[config.mk]
export PLATFORM = sky130hd
export DESIGN_NAME = pc_fetch_ctrl_flat
export DESIGN_NICKNAME = d
export VERILOG_FILES = /design/src/rtl/pc_fetch_ctrl_if.sv /design/src/rtl/pc_fetch_ctrl.sv /design/src/flat_wrapper.sv
export SDC_FILE = /design/constraint.sdc
export NUM_CORES = 1
export LEC_CHECK = 0
export BUFFER_PORTS_ARGS = -buffer_cell sky130_fd_sc_hd__buf_2
export CORE_MARGIN = 3
export CORE_UTILIZATION = 44
export CTS_CLUSTER_DIAMETER = 80
export CTS_CLUSTER_SIZE = 24
export DETAILED_ROUTE_END_ITERATION = 16
export HOLD_SLACK_MARGIN = 0.05
export PLACE_DENSITY = 0.77
export SLEW_MARGIN = 20
export SYNTH_ARGS = -nofsm -noshare
export SYNTH_HDL_FRONTEND = slang
export SYNTH_SLANG_ARGS = --single-unit
[constraint.sdc]
create_clock -name clk -period 1.8 [get_ports clk]
set_input_delay 0.36 -clock clk [delete_from_list [all_inputs] [get_ports clk]]
set_output_delay 0.36 -clock clk [all_outputs]
set_load 0.005 [all_outputs]
[src/rtl/pc_fetch_ctrl_if.sv]
// Signal bundle between the fetch sequencing controller and the pipeline front end.
// The slave modport is the controller's view; master is the pipeline/PC side.
interface pc_fetch_ctrl_if #(
    parameter int ADDR_W = 32,
    parameter int REG_W  = 5,
    parameter int CNT_W  = 16
);
    logic              imem_ready;
    logic              id_valid;
    logic [REG_W-1:0]  id_rs;
    logic [REG_W-1:0]  id_rt;
    logic              id_uses_rt;
    logic              id_jump;
    logic [ADDR_W-1:0] id_jump_target;
    logic              ex_mem_read;
    logic [REG_W-1:0]  ex_rt;
    logic              ex_branch;
    logic              ex_branch_taken;
    logic [ADDR_W-1:0] ex_branch_target;

    logic              pc_write;
    logic              redirect;
    logic [ADDR_W-1:0] redirect_address;
    logic              if_id_write;
    logic              if_id_flush;
    logic              id_ex_flush;
    logic [CNT_W-1:0]  stall_count;
    logic [CNT_W-1:0]  flush_count;

    modport slave (
        input  imem_ready, id_valid, id_rs, id_rt, id_uses_rt, id_jump, id_jump_target,
               ex_mem_read, ex_rt, ex_branch, ex_branch_taken, ex_branch_target,
        output pc_write, redirect, redirect_address, if_id_write, if_id_flush, id_ex_flush,
               stall_count, flush_count
    );

    modport master (
        output imem_ready, id_valid, id_rs, id_rt, id_uses_rt, id_jump, id_jump_target,
               ex_mem_read, ex_rt, ex_branch, ex_branch_taken, ex_branch_target,
        input  pc_write, redirect, redirect_address, if_id_write, if_id_flush, id_ex_flush,
               stall_count, flush_count
    );
endinterface

[src/rtl/pc_fetch_ctrl.sv]
// Front-end sequencing for the 5-stage MIPS pipeline: arbitrates branch/jump redirects,
// load-use bubbles and imem wait states, and parks a redirect that arrives during a stall.
module pc_fetch_ctrl #(
    parameter int ADDR_W = 32,
    parameter int REG_W  = 5,
    parameter int CNT_W  = 16
) (
    input  logic           clk,
    input  logic           rst,
    pc_fetch_ctrl_if.slave bus
);

    typedef enum logic [1:0] {
        ST_RUN  = 2'd0,
        ST_WAIT = 2'd1,
        ST_PEND = 2'd2
    } state_e;

    localparam logic [REG_W-1:0] REG_ZERO = '0;
    localparam logic [CNT_W-1:0] CNT_MAX  = '1;

    state_e            state_q, state_d;
    logic              pend_valid_q, pend_valid_d;
    logic [ADDR_W-1:0] pend_addr_q, pend_addr_d;
    logic [CNT_W-1:0]  stall_count_q, stall_count_d;
    logic [CNT_W-1:0]  flush_count_q, flush_count_d;

    logic              br, jp, lu;
    logic [ADDR_W-1:0] pend_target;
    logic              pc_write_c, redirect_c, if_id_write_c, if_id_flush_c, id_ex_flush_c;
    logic [ADDR_W-1:0] redirect_addr_c;

    always_comb begin
        br = bus.ex_branch & bus.ex_branch_taken;
        jp = bus.id_valid & bus.id_jump & ~br;
        lu = bus.id_valid & bus.ex_mem_read & (bus.ex_rt != REG_ZERO)
           & ((bus.ex_rt == bus.id_rs) | (bus.id_uses_rt & (bus.ex_rt == bus.id_rt)))
           & ~br;
    end

    // RUN and WAIT share the ready path: a wait ends with exactly the outputs RUN would give.
    always_comb begin
        state_d         = state_q;
        pend_valid_d    = pend_valid_q;
        pend_addr_d     = pend_addr_q;
        pend_target     = br ? bus.ex_branch_target : pend_addr_q;
        pc_write_c      = 1'b0;
        redirect_c      = 1'b0;
        redirect_addr_c = '0;
        if_id_write_c   = 1'b0;
        if_id_flush_c   = 1'b0;
        id_ex_flush_c   = 1'b0;

        unique case (state_q)
            ST_RUN, ST_WAIT: begin
                if (bus.imem_ready) begin
                    state_d = ST_RUN;
                    if (br) begin
                        pc_write_c      = 1'b1;
                        redirect_c      = 1'b1;
                        redirect_addr_c = bus.ex_branch_target;
                        if_id_flush_c   = 1'b1;
                        id_ex_flush_c   = 1'b1;
                    end else if (jp) begin
                        pc_write_c      = 1'b1;
                        redirect_c      = 1'b1;
                        redirect_addr_c = bus.id_jump_target;
                        if_id_flush_c   = 1'b1;
                    end else if (lu) begin
                        id_ex_flush_c   = 1'b1;
                    end else begin
                        pc_write_c      = 1'b1;
                        if_id_write_c   = 1'b1;
                    end
                end else if (br || (jp && (state_q == ST_RUN))) begin
                    pend_addr_d   = br ? bus.ex_branch_target : bus.id_jump_target;
                    pend_valid_d  = 1'b1;
                    if_id_flush_c = 1'b1;
                    id_ex_flush_c = br;
                    state_d       = ST_PEND;
                end else begin
                    id_ex_flush_c = 1'b1;
                    state_d       = ST_WAIT;
                end
            end
            ST_PEND: begin
                if_id_flush_c = 1'b1;
                id_ex_flush_c = 1'b1;
                if (bus.imem_ready) begin
                    pc_write_c      = 1'b1;
                    redirect_c      = 1'b1;
                    redirect_addr_c = pend_target;
                    pend_valid_d    = 1'b0;
                    state_d         = ST_RUN;
                end else begin
                    pend_addr_d     = pend_target;
                end
            end
            default: begin
                state_d = ST_RUN;
            end
        endcase
    end

    always_comb begin
        stall_count_d = stall_count_q;
        flush_count_d = flush_count_q;
        if (!pc_write_c && (stall_count_q != CNT_MAX)) begin
            stall_count_d = stall_count_q + 1'b1;
        end
        if (if_id_flush_c && (flush_count_q != CNT_MAX)) begin
            flush_count_d = flush_count_q + 1'b1;
        end
    end

    always_ff @(posedge clk or negedge rst) begin
        if (!rst) begin
            state_q       <= ST_RUN;
            pend_valid_q  <= 1'b0;
            pend_addr_q   <= '0;
            stall_count_q <= '0;
            flush_count_q <= '0;
        end else begin
            state_q       <= state_d;
            pend_valid_q  <= pend_valid_d;
            pend_addr_q   <= pend_addr_d;
            stall_count_q <= stall_count_d;
            flush_count_q <= flush_count_d;
        end
    end

    // Reset forces a safe bubble state on the pipeline regardless of the clock.
    assign bus.pc_write         = rst & pc_write_c;
    assign bus.redirect         = rst & redirect_c;
    assign bus.redirect_address = rst ? redirect_addr_c : '0;
    assign bus.if_id_write      = rst & if_id_write_c;
    assign bus.if_id_flush      = ~rst | if_id_flush_c;
    assign bus.id_ex_flush      = ~rst | id_ex_flush_c;
    assign bus.stall_count      = stall_count_q;
    assign bus.flush_count      = flush_count_q;

endmodule

[src/flat_wrapper.sv]
// flat-port wrapper written by rule: the top's interface ports become plain ports
module pc_fetch_ctrl_flat 
#(
    parameter int ADDR_W = 32,
    parameter int REG_W  = 5,
    parameter int CNT_W  = 16
)
  (clk, rst, bus_imem_ready, bus_id_valid, bus_id_rs, bus_id_rt, bus_id_uses_rt, bus_id_jump, bus_id_jump_target, bus_ex_mem_read, bus_ex_rt, bus_ex_branch, bus_ex_branch_taken, bus_ex_branch_target, bus_pc_write, bus_redirect, bus_redirect_address, bus_if_id_write, bus_if_id_flush, bus_id_ex_flush, bus_stall_count, bus_flush_count);
  pc_fetch_ctrl_if #(.ADDR_W(ADDR_W), .REG_W(REG_W), .CNT_W(CNT_W)) bus_i ();
  input  logic clk;
  input  logic rst;
  input wire logic [$bits(bus_i.imem_ready)-1:0] bus_imem_ready;
  input wire logic [$bits(bus_i.id_valid)-1:0] bus_id_valid;
  input wire logic [$bits(bus_i.id_rs)-1:0] bus_id_rs;
  input wire logic [$bits(bus_i.id_rt)-1:0] bus_id_rt;
  input wire logic [$bits(bus_i.id_uses_rt)-1:0] bus_id_uses_rt;
  input wire logic [$bits(bus_i.id_jump)-1:0] bus_id_jump;
  input wire logic [$bits(bus_i.id_jump_target)-1:0] bus_id_jump_target;
  input wire logic [$bits(bus_i.ex_mem_read)-1:0] bus_ex_mem_read;
  input wire logic [$bits(bus_i.ex_rt)-1:0] bus_ex_rt;
  input wire logic [$bits(bus_i.ex_branch)-1:0] bus_ex_branch;
  input wire logic [$bits(bus_i.ex_branch_taken)-1:0] bus_ex_branch_taken;
  input wire logic [$bits(bus_i.ex_branch_target)-1:0] bus_ex_branch_target;
  output wire logic [$bits(bus_i.pc_write)-1:0] bus_pc_write;
  output wire logic [$bits(bus_i.redirect)-1:0] bus_redirect;
  output wire logic [$bits(bus_i.redirect_address)-1:0] bus_redirect_address;
  output wire logic [$bits(bus_i.if_id_write)-1:0] bus_if_id_write;
  output wire logic [$bits(bus_i.if_id_flush)-1:0] bus_if_id_flush;
  output wire logic [$bits(bus_i.id_ex_flush)-1:0] bus_id_ex_flush;
  output wire logic [$bits(bus_i.stall_count)-1:0] bus_stall_count;
  output wire logic [$bits(bus_i.flush_count)-1:0] bus_flush_count;
  assign bus_i.imem_ready = bus_imem_ready;
  assign bus_i.id_valid = bus_id_valid;
  assign bus_i.id_rs = bus_id_rs;
  assign bus_i.id_rt = bus_id_rt;
  assign bus_i.id_uses_rt = bus_id_uses_rt;
  assign bus_i.id_jump = bus_id_jump;
  assign bus_i.id_jump_target = bus_id_jump_target;
  assign bus_i.ex_mem_read = bus_ex_mem_read;
  assign bus_i.ex_rt = bus_ex_rt;
  assign bus_i.ex_branch = bus_ex_branch;
  assign bus_i.ex_branch_taken = bus_ex_branch_taken;
  assign bus_i.ex_branch_target = bus_ex_branch_target;
  assign bus_pc_write = bus_i.pc_write;
  assign bus_redirect = bus_i.redirect;
  assign bus_redirect_address = bus_i.redirect_address;
  assign bus_if_id_write = bus_i.if_id_write;
  assign bus_if_id_flush = bus_i.if_id_flush;
  assign bus_id_ex_flush = bus_i.id_ex_flush;
  assign bus_stall_count = bus_i.stall_count;
  assign bus_flush_count = bus_i.flush_count;
  pc_fetch_ctrl #(.ADDR_W(ADDR_W), .REG_W(REG_W), .CNT_W(CNT_W)) u_core (.clk(clk), .rst(rst), .bus(bus_i));
endmodule
==> summary.md, run 1 <==
| Metric | Value |
|---|---|
| Post-synth EDFFs | `0` |
| Core Region | `8423 um2` |
| Clock Path Buffers | `2` |
| Layout Nets | `around 740` |
| Crit. End Element | `output port` |
| DR vias/cell | `between 5 and 6` |
| Final Core Density | `70.01%` |
| Critical path class | `reg2out` |
| Clock skew | `13.23 ps` |
| Pins over their slew limit | `0` |
| Die Area | `10,080 um2` |
| Max VDD drop | `~0.8 mV` |
| Root Buffer | `clkbuf_8` |
| Routed wire length | `12.31 mm` |
| Net Count, Synth | `531` |
| Row count | `33` |
| DR DRC count | `0` |
| Total number of vias | `4,289` |
| Pwr Density | `1008 nW/um2` |
| Buffers on Ports | `156` |
| Final WS setup | `-376.8 ps` |
| Final setup violating endpoints | `53` |
| 1st-iter DRT viols | `193` |
| CTS buffer count | `9` |
| Ratio of cells with drive above 1 in the final layout | `between 40% and 50%` |
| Average cell area after synthesis | `8.895 um2` |
| Worst Hold Slack | `263.0 ps` |
| Initial antenna violation count | `0` |
| Yosys reg bits | `66` |
| CP Max Fanout | `21` |
| Maxcap violations | `0` |
| WP data required | `1440 ps` |
| Outcome | `finished, violations left` |
| Leakage | `2.731 nW` |
| DR WL/cell | `16.13 um` |
| Place WS | `-329.8 ps` |
| Seq/Total Area, Yosys | `42.11%` |
| Die Ht | `100.4 um` |
| Antenna-violating nets left | `0` |
| Cell variety after synth | `41` |
| Period minus WS final | `between 2000 and 2500 ps` |
| Die W | `100.4 um` |
| Htree depth | `3` |
| Slew @ Worst Pin | `874.2 ps` |
| Global Route Usage Sum | `a little under a quarter` |
| Pin count of the biggest net entering global routing | `43` |
| Mapped Area | `3923 um2` |
| Cells after synthesis | `441` |
| Num ports | `157` |
| Final Hold Fails | `0` |
| Vias in the first global route | `between 4,000 and 5,000` |
| Crit start category | `flop` |
| Async S/R FF share, synth | `100.0%` |
| Max_slew headroom | `41.53%` |
| Post-synth top flop | `dfrtp_1` |
| DR pass1 iterations | `4` |
| Worst min-delay path class | `in2async` |
| CTS sink cnt | `between 60 and 70` |
| HPWL Detailed | `8.803 mm` |
| Fill cells | `630` |
| CP Data Arrival Time | `1820 ps` |
| Worst skew pair latency | `roughly 350 ps` |
| Achievable frequency | `459.4 MHz` |
| Initial core utilization | `46.57%` |
| CTS tree | `built` |
| Layout area overhead | `50.34%` |
| Clock transition at the registers of the reported paths | `roughly 80 ps` |
| Power Total | `5.943 mW` |
| Failing checks | `setup timing` |
| First-pass GRT wire length | `18.95 mm` |
| RD Place Congestion | `approximately 0.82` |
| Fin crit share | `120.9%` |
| RSZ-0062 raised after global routing | `yes` |
| Total grt overflow | `0` |
| Antenna diodes | `0` |
| Synth Warn # | `0` |
| TNS Setup | `-12,550 ps` |
-- flip-flops by register name (all words and copies together), names as in the netlist --
register and cells:
u_core.pend_addr_q 32, u_core.bus.stall_count 16, u_core.bus.flush_count 16, u_core.state_q 2
-- path summary, 6_finish.rpt --
check | startpoint | to | slack [ps] | cells past startpoint
max | u_core.state_q[1] | bus_redirect_address[1] | -380 | 8
max reg2reg | u_core.state_q[1] | u_core.bus.flush_count[15] | -120 | 10
min | rst | u_core.pend_addr_q[25] | 260 | 3
min in group clk | bus_id_jump_target[4] | u_core.pend_addr_q[4] | 330 | 3
min reg2reg | u_core.bus.stall_count[14] | u_core.bus.stall_count[14] | 510 | 1
max in group asynchronous | rst | u_core.bus.stall_count[7] | 370 | 3
-- metal layers --
layer  track usage [%]  share of wire [%]  up-vias
li1                  -                  -     2045
met1             28.47                 39     2020
met2             39.65                 51      190
met3             4.309                6.8       34
met4             10.98                2.9        0
met5                 0                  0        -
-- worst max-delay path: stages (launching register included) --
cell	delay (ps)
dfrtp_1	400
nand2b_4	150
a21oi_4	180
nor2_4	50
nor2_4	150
buf_12	180
a22oi_1	90
nor2_1	130
buf_2	140
-- area by class of cell --
cell class              count  area, um2  area share [%]
multi-input cells         343       2427           41.16
flip-flops and latches     66       1652           28.01
repair buffers            233       1483           25.14
clock buffers              11      151.4           2.567
well taps                 105      131.4           2.228
clock inverters             5      52.55          0.8912
-- cells in the mapped netlist, types with 2 or more instances --
master | count | area share, %
and3_4 | 2 | 0.57
xor2_1 | 19 | 4.2
ha_1 | 2 | 0.64
dfrtp_1 | 66 | 42
a22oi_1 | 32 | 6.1
buf_6 | 2 | 0.57
xnor2_1 | 21 | 4.7
a21oi_1 | 38 | 4.8
nand3_1 | 12 | 1.5
or3_1 | 2 | 0.32
and2_1 | 2 | 0.32
clkbuf_1 | 19 | 1.8
nor3_2 | 4 | 1.0
nor3_1 | 6 | 0.77
nand4_1 | 10 | 1.6
o22ai_1 | 33 | 5.3
buf_1 | 3 | 0.29
a22o_1 | 32 | 7.1
and3_1 | 2 | 0.32
nor3b_1 | 2 | 0.38
buf_2 | 8 | 1.0
nand2_1 | 28 | 2.7
nor2_1 | 78 | 7.5
-- layout by cell type (no fill, tap or decap), types with 2 or more instances in the layout --
master and instances:
a21oi_1 34, a21oi_2 2, a21oi_4 3, a22o_1 32
a22oi_1 27, a22oi_2 5, and2_4 2, and3_1 2
and3_4 2, buf_12 5, buf_2 154, buf_4 59
buf_6 11, clkbuf_8 11, clkinv_2 3, dfrtp_1 66
dlygate4sd3_1 3, nand2_1 25, nand2_2 3, nand3_1 9
nand3_2 2, nand4_1 10, nor2_1 68, nor2_2 4
nor2_4 7, nor2b_4 2, nor3_1 2, nor3_4 7
nor3b_1 2, o22ai_1 32, or3_4 3, xnor2_1 21
xor2_1 18
-- stage by stage --
| step | cell area, um2 | instances |
|---|---|---|
| final | 5897 | 763 |
| after global routing | 5897 | 763 |
| after CTS | 5647 | 758 |
| after detailed placement | 5260 | 734 |
| after global placement | 5260 | 734 |
| after floorplan | 3973 | 441 |
-- power breakdown --
part / switching [mW] / internal [mW]
Combinational: 1.20 / 1.22
Clock: 0.561 / 0.708
Sequential: 0.337 / 1.92
-- repair_timing --
action,CTS,global route
hold buffers,3,0
cloned,1,0
resized for setup,28,43
endpoints found under the hold margin,25,0
setup buffers,4,6
setup endpoints to repair,38,60
pin swaps,8,18
-- cell families after synthesis --
group                    share of synthesized area, %
AND/OR/NAND/NOR                                 18.88
AO/OA/AOI/OAI                                   25.07
flip-flops                                      42.11
XOR/XNOR                                        8.932
buffers and inverters                           3.700
multiplexers                                   0.6697
adder cells (fa/ha/maj)                        0.6379
(Power assumes the default switching activity.)
==> run 2, diff against run 1 <==
Settings changed: CORE_UTILIZATION 44 to 45, PLACE_DENSITY 0.77 to 0.75.
Clock period 1.8 ns to 2.47 ns, I/O delays scaled along.
==> summary.md, run 2 (synthesis gave the netlist of run 1 again) <==
| Metric | Value |
|---|---|
| Outcome | `finished, final reports clean` |
| Max VDD drop | `0.5534 mV (-31%)` |
| Layout area overhead | `35.53%` |
| Critical path class | `reg2out` |
| First-pass GRT wire length | `17.56 mm (-7.3%)` |
| Row count | `33 (unchanged)` |
| Most frequent CP cell | `nor2_4` |
| Final WS setup | `43.79 ps (+420.6 ps)` |
| Worst-path cell chain | `nand2b_4 > a21oi_4 > nor2_4 > nor2_4 > buf_12 > buf_8 > a22oi_2 > nor2_1 > buf_2` |
| Die Ht | `99.37 um (-1.1%)` |
| Placed insts | `688 (-6.3%)` |
| CP Data Arrival Time | `1930 ps (+110 ps)` |
| Power Total | `4.103 mW (-31%)` |
| Filler-free cell count of the finished design | `711 (-6.8%)` |
| Multi-input logic area | `2212 um2 (-8.9%)` |
| Most common cell after layout, fill and taps aside | `buf_2` |
| Core Region | `8341 um2 (-0.98%)` |
| Clock transition at the registers of the reported paths | `70 ps (about the same)` |
| Pin count of the biggest net entering global routing | `71 (+65%)` |
| Initial core utilization | `47.03% (+0.46 points)` |
| Place WS | `58.40 ps (+388.2 ps)` |
| Final setup violating endpoints | `0 (-100%)` |
| Crit. End Element | `output port` |
| Initial antenna violation count | `0 (unchanged)` |
| DR DRC count | `0 (unchanged)` |
| Fin crit share | `98.23%` |
| Routed wire length | `11.31 mm (-8.1%)` |
| Antenna diodes | `0 (unchanged)` |
| Die Area | `9873 um2 (-2.1%)` |
| Seq. cell area | `1654 um2 (+0.15%)` |
| Commonest cells after routing, fill and taps aside | `156 x buf_2, 75 x nor2_1, 64 x dfrtp_1` |
| Leakage | `2.448 nW (-10%)` |
| Vias in the first global route | `3,749 (-9.5%)` |
| DR vias/cell | `5.640 (+0.33%)` |
| Max_slew headroom | `71.76% (+30 points)` |
| Global Route Usage Sum | `21.56% (-1.7 points)` |
| Fill cells | `727 (+15%)` |
| Root Buffer | `clkbuf_8` |
| DR pass1 iterations | `4 (unchanged)` |
| 1st-iter DRT viols | `178 (-7.8%)` |
| Achievable frequency | `about 410 MHz` |
| Biggest register | `u_core.pend_addr_q` |
| Worst skew pair latency | `330 ps (-20 ps)` |
| Critical path's largest stage delay | `440 ps (+40 ps)` |
| HPWL Detailed | `7.947 mm (-9.7%)` |
| CTS buffer count | `9 (unchanged)` |
| Ratio of cells with drive above 1 in the final layout | `37.79% (-8.1 points)` |
| Total number of vias | `4,010 (-6.5%)` |
| Pins over their slew limit | `0 (unchanged)` |
| Period minus WS final | `2426 ps` |
| # hold bufs at CTS | `0 (-3)` |
| RD Place Congestion | `0.8518 (+3.7%)` |
| Num ports | `157 (unchanged)` |
| Clock Path Buffers | `2 (unchanged)` |
| WP data required | `1980 ps (+540 ps)` |
| CTS sink cnt | `66 (unchanged)` |
| Total grt overflow | `0 (unchanged)` |
| Buffers on Ports | `156 (unchanged)` |
| CTS tree | `built` |
| Max FFs per register | `32 (unchanged)` |
| Slowest CP cell | `dfrtp_2` |
| Layout Nets | `691 (-7.0%)` |
| DR WL/cell | `15.90 um (-1.4%)` |
| Die W | `99.37 um (-1.1%)` |
| Pwr Density | `771.8 nW/um2 (-23%)` |
| Htree depth | `3 (unchanged)` |
| Final Hold Fails | `0 (unchanged)` |
| Antenna-violating nets left | `0 (unchanged)` |
| Maxcap violations | `0 (unchanged)` |
| Slew @ Worst Pin | `423.5 ps (-450.6 ps)` |
| CP Max Fanout | `6 (-71%)` |
| Worst min-delay path class | `in2async` |
| Crit start category | `flop` |
| Clock skew | `6.912 ps (-6.320 ps)` |
-- run 2: cell count changes in the layout (fill, tap and decap cells not counted), moves of 4 or more --
cell / change
nor2_4: -5
nor3_1: +4
buf_4: -44
buf_6: -8
nor3_4: -7
nor2_1: +7
-- run 2: metal layers --
metal	vias to the layer above	wire [um]	track usage, %
met1	1899	4757	27.52
met2	161	5505	36.11
met5	-	0	0
met3	12	880	4.488
li1	1938	-	-
met4	0	163	7.983
-- run 2: worst paths after layout --
check / start / end / slack (ps) / depth (start not counted)
min in group clk: bus_id_jump_target[22] / u_core.pend_addr_q[22] / 490 / 3
min reg2reg: u_core.bus.stall_count[9] / u_core.bus.stall_count[9] / 500 / 1
min: rst / u_core.bus.stall_count[9] / 230 / 2
max in group asynchronous: rst / u_core.state_q[1] / 1920 / 2
max reg2reg: u_core.bus.stall_count[0] / u_core.bus.stall_count[11] / 380 / 7
max: u_core.state_q[1] / bus_redirect_address[25] / 40 / 9
-- run 2: worst max-delay path, delay by kind of cell (launching register included) --
kind                   cells  cell delay [ps]
buffers and inverters      3              400
AO/OA/AOI/OAI              2              250
flip-flops                 1              440
AND/OR/NAND/NOR            4              520
-- run 2: final cells by class --
| cell class | instances | area share (%) |
|---|---|---|
| multi-input cells | 343 | 41.61 |
| repair buffers | 181 | 20.08 |
| flip-flops and latches | 66 | 31.11 |
| well taps | 105 | 2.471 |
| clock inverters | 5 | 1.883 |
| clock buffers | 11 | 2.848 |
-- run 2: stage by stage --
stage | hold slack (ps) | instance area [um2] | setup TNS, ps | utilization (%)
finish | 231.2 | 5316 | 0 | 63.74
global route | 256.6 | 5316 | -281.9 | 63.74
CTS | 236.8 | 5124 | 0 | 61.43
detailed placement | 483.3 | 4861 | 0 | 58.28
global placement | 477.1 | 4861 | 0 | 58.28
floorplan | 198.4 | 3923 | 0 | -
-- run 2: where the power goes --
group	switching (mW)	internal (mW)
clock network	0.393	0.723
logic	0.636	0.647
registers	0.302	1.40
total	1.33	2.77
-- run 2: what timing repair did --
action | in CTS | in global routing
cloned | 0 | 4
endpoints found under the hold margin | 0 | 0
resized for setup | 4 | 22
pin swaps | 0 | 6
buffers inserted | 0 | 4
endpoints found under the setup margin | 32 | 33
==> run 3, diff against run 2 <==
Clock period 2.47 ns to 2.4 ns, I/O delays scaled along.
==> summary.md, run 3 (synthesis gave the netlist of run 1 again) <==
| Metric | Value |
|---|---|
| Outcome | `finished, final reports clean` |
| Most common cell after layout, fill and taps aside | `buf_2` |
| Initial core utilization | `47.03% (unchanged)` |
| Max FFs per register | `32 (unchanged)` |
| Max VDD drop | `0.6156 mV (+11%)` |
| Vias in the first global route | `3,807 (+1.5%)` |
| Crit. End Element | `output port` |
| Initial antenna violation count | `0 (unchanged)` |
| CP Max Fanout | `6 (unchanged)` |
| Biggest register | `u_core.pend_addr_q` |
| Die Area | `9873 um2 (unchanged)` |
| Worst skew pair latency | `340 ps (about the same)` |
| DR DRC count | `0 (unchanged)` |
| First-pass GRT wire length | `17.88 mm (+1.8%)` |
| Pwr Density | `769.2 nW/um2 (-0.33%)` |
| Row count | `33 (unchanged)` |
| Total number of vias | `3,961 (-1.2%)` |
| Ratio of cells with drive above 1 in the final layout | `36.99% (-0.80 points)` |
| Filler-free cell count of the finished design | `716 (+0.70%)` |
| Final setup violating endpoints | `0 (unchanged)` |
| Placed insts | `692 (+0.58%)` |
| Multi-input logic area | `2181 um2 (-1.4%)` |
| Period minus WS final | `2364 ps` |
| Global Route Usage Sum | `22.15% (+0.59 points)` |
| Buffers on Ports | `156 (unchanged)` |
| Crit start category | `flop` |
| Root Buffer | `clkbuf_8` |
| Total grt overflow | `0 (unchanged)` |
| Slowest CP cell | `dfrtp_1` |
| Num ports | `157 (unchanged)` |
| Core Region | `8341 um2 (unchanged)` |
| DR vias/cell | `5.532 (-1.9%)` |
| Worst min-delay path class | `in2reg` |
| Max_slew headroom | `71.45% (-0.32 points)` |
| TNS Setup | `0 ps (unchanged)` |
| CTS tree | `built` |
| Power Total | `4.006 mW (-2.4%)` |
| Antenna diodes | `0 (unchanged)` |
| Antenna-violating nets left | `0 (unchanged)` |
| RSZ-0062 raised after global routing | `yes` |
| WP data required | `1920 ps (-60 ps)` |
| Fin crit share | `between 90 and 100%` |
| Pin count of the biggest net entering global routing | `43 (-39%)` |
| Final Hold Fails | `0 (unchanged)` |
| Layout Nets | `696 (+0.72%)` |
| Routed wire length | `11.07 mm (-2.1%)` |
| HPWL Detailed | `8.110 mm (+2.1%)` |
| CTS sink cnt | `66 (unchanged)` |
| CTS buffer count | `9 (unchanged)` |
| Die Ht | `99.37 um (unchanged)` |
| 1st-iter DRT viols | `145 (-19%)` |
| RD Place Congestion | `0.8949 (+5.1%)` |
| Leakage | `2.423 nW (-1.0%)` |
| Slew @ Worst Pin | `428.3 ps (+4.768 ps)` |
| DR WL/cell | `15.47 um (-2.7%)` |
| Clock skew | `10.69 ps (+3.774 ps)` |
| Die W | `99.37 um (unchanged)` |
| Final WS setup | `35.97 ps (-7.812 ps)` |
| Critical path's largest stage delay | `420 ps (-20 ps)` |
| Achievable frequency | `approximately 420 MHz` |
| CP Data Arrival Time | `1880 ps (-50 ps)` |
| Fill cells | `750 (+3.2%)` |
| Clock transition at the registers of the reported paths | `70 ps (about the same)` |
| Commonest cells after routing, fill and taps aside | `156 x buf_2, 75 x nor2_1, 65 x dfrtp_1` |
| Htree depth | `3 (unchanged)` |
| Critical path class | `reg2out` |
| Layout area overhead | `32.76%` |
| Place WS | `59.64 ps (+1.236 ps)` |
| Worst-path cell chain | `nor2b_4 > and2_4 > nor2_2 > nor2_4 > buf_6 > a22oi_1 > nor2_1 > buf_2` |
| Maxcap violations | `0 (unchanged)` |
| Worst Hold Slack | `463.5 ps (+232.3 ps)` |
| DR pass1 iterations | `4 (unchanged)` |
| Clock Path Buffers | `2 (unchanged)` |
| Seq. cell area | `1653 um2 (about the same)` |
| Pins over their slew limit | `0 (unchanged)` |
[run 3: cell count changes in the layout (fill, tap and decap cells not counted), moves of 2 or more]
cell,before,now
bufinv_16,3,1
a22oi_2,6,1
buf_8,2,0
buf_4,15,21
buf_6,3,8
a22oi_1,26,31
clkbuf_16,2,0
buf_12,3,0
nand2_1,25,27
nand2_2,3,1
[run 3: where the power goes]
group / switching (mW) / internal [mW]
clock: 0.413 / 0.531
sequential: 0.314 / 1.44
combinational: 0.642 / 0.663
[run 3: metal layers]
| layer | vias up | GRT usage [%] | part of all wire [%] |
|---|---|---|---|
| met4 | 0 | 7.878 | 1.1 |
| li1 | 1942 | - | - |
| met1 | 1859 | 28.28 | 43 |
| met2 | 149 | 37.35 | 49 |
| met5 | - | 0 | 0 |
| met3 | 11 | 4.488 | 7.1 |
[run 3: what timing repair did]
item                                   4_1_cts  5_1_grt
resized for setup                           11       11
hold buffers                                 1        0
buffers inserted                             3        1
pin swaps                                    2        6
setup endpoints to repair                   32       31
endpoints found under the hold margin        2        0
gates cloned                                 3        0
[run 3: area by class of cell]
class,count,area share [%]
clock inverter,5,1.009
multi-input combinational,343,41.88
clock buffer,11,2.907
timing repair buffer,186,19.94
tap,105,2.523
sequential,66,31.74
[run 3: worst paths after layout]
check	startpoint	endpoint	slack (ps)	depth (start not counted)
min	bus_id_jump_target[22]	u_core.pend_addr_q[22]	460	3
min in group asynchronous	rst	u_core.state_q[0]	520	2
max	u_core.state_q[0]	bus_redirect_address[15]	40	8
max reg2reg	u_core.bus.stall_count[0]	u_core.bus.stall_count[13]	320	7
min reg2reg	u_core.bus.flush_count[6]	u_core.bus.flush_count[6]	500	1
max in group asynchronous	rst	u_core.pend_addr_q[11]	1240	3
[run 3: worst max-delay path: cells and delay by family (launching register included)]
kind | cells | cell delay (ps)
AO/OA/AOI/OAI | 1 | 90
buffers and inverters | 2 | 320
flip-flops | 1 | 420
AND/OR/NAND/NOR | 5 | 730
[run 3: per-stage QoR]
stage / util (%) / area, um2
after floorplan: - / 3923
after global placement: 58.34 / 4866
after detailed placement: 58.34 / 4866
after CTS: 61.78 / 5152
after global routing: 62.44 / 5207
final: 62.44 / 5207
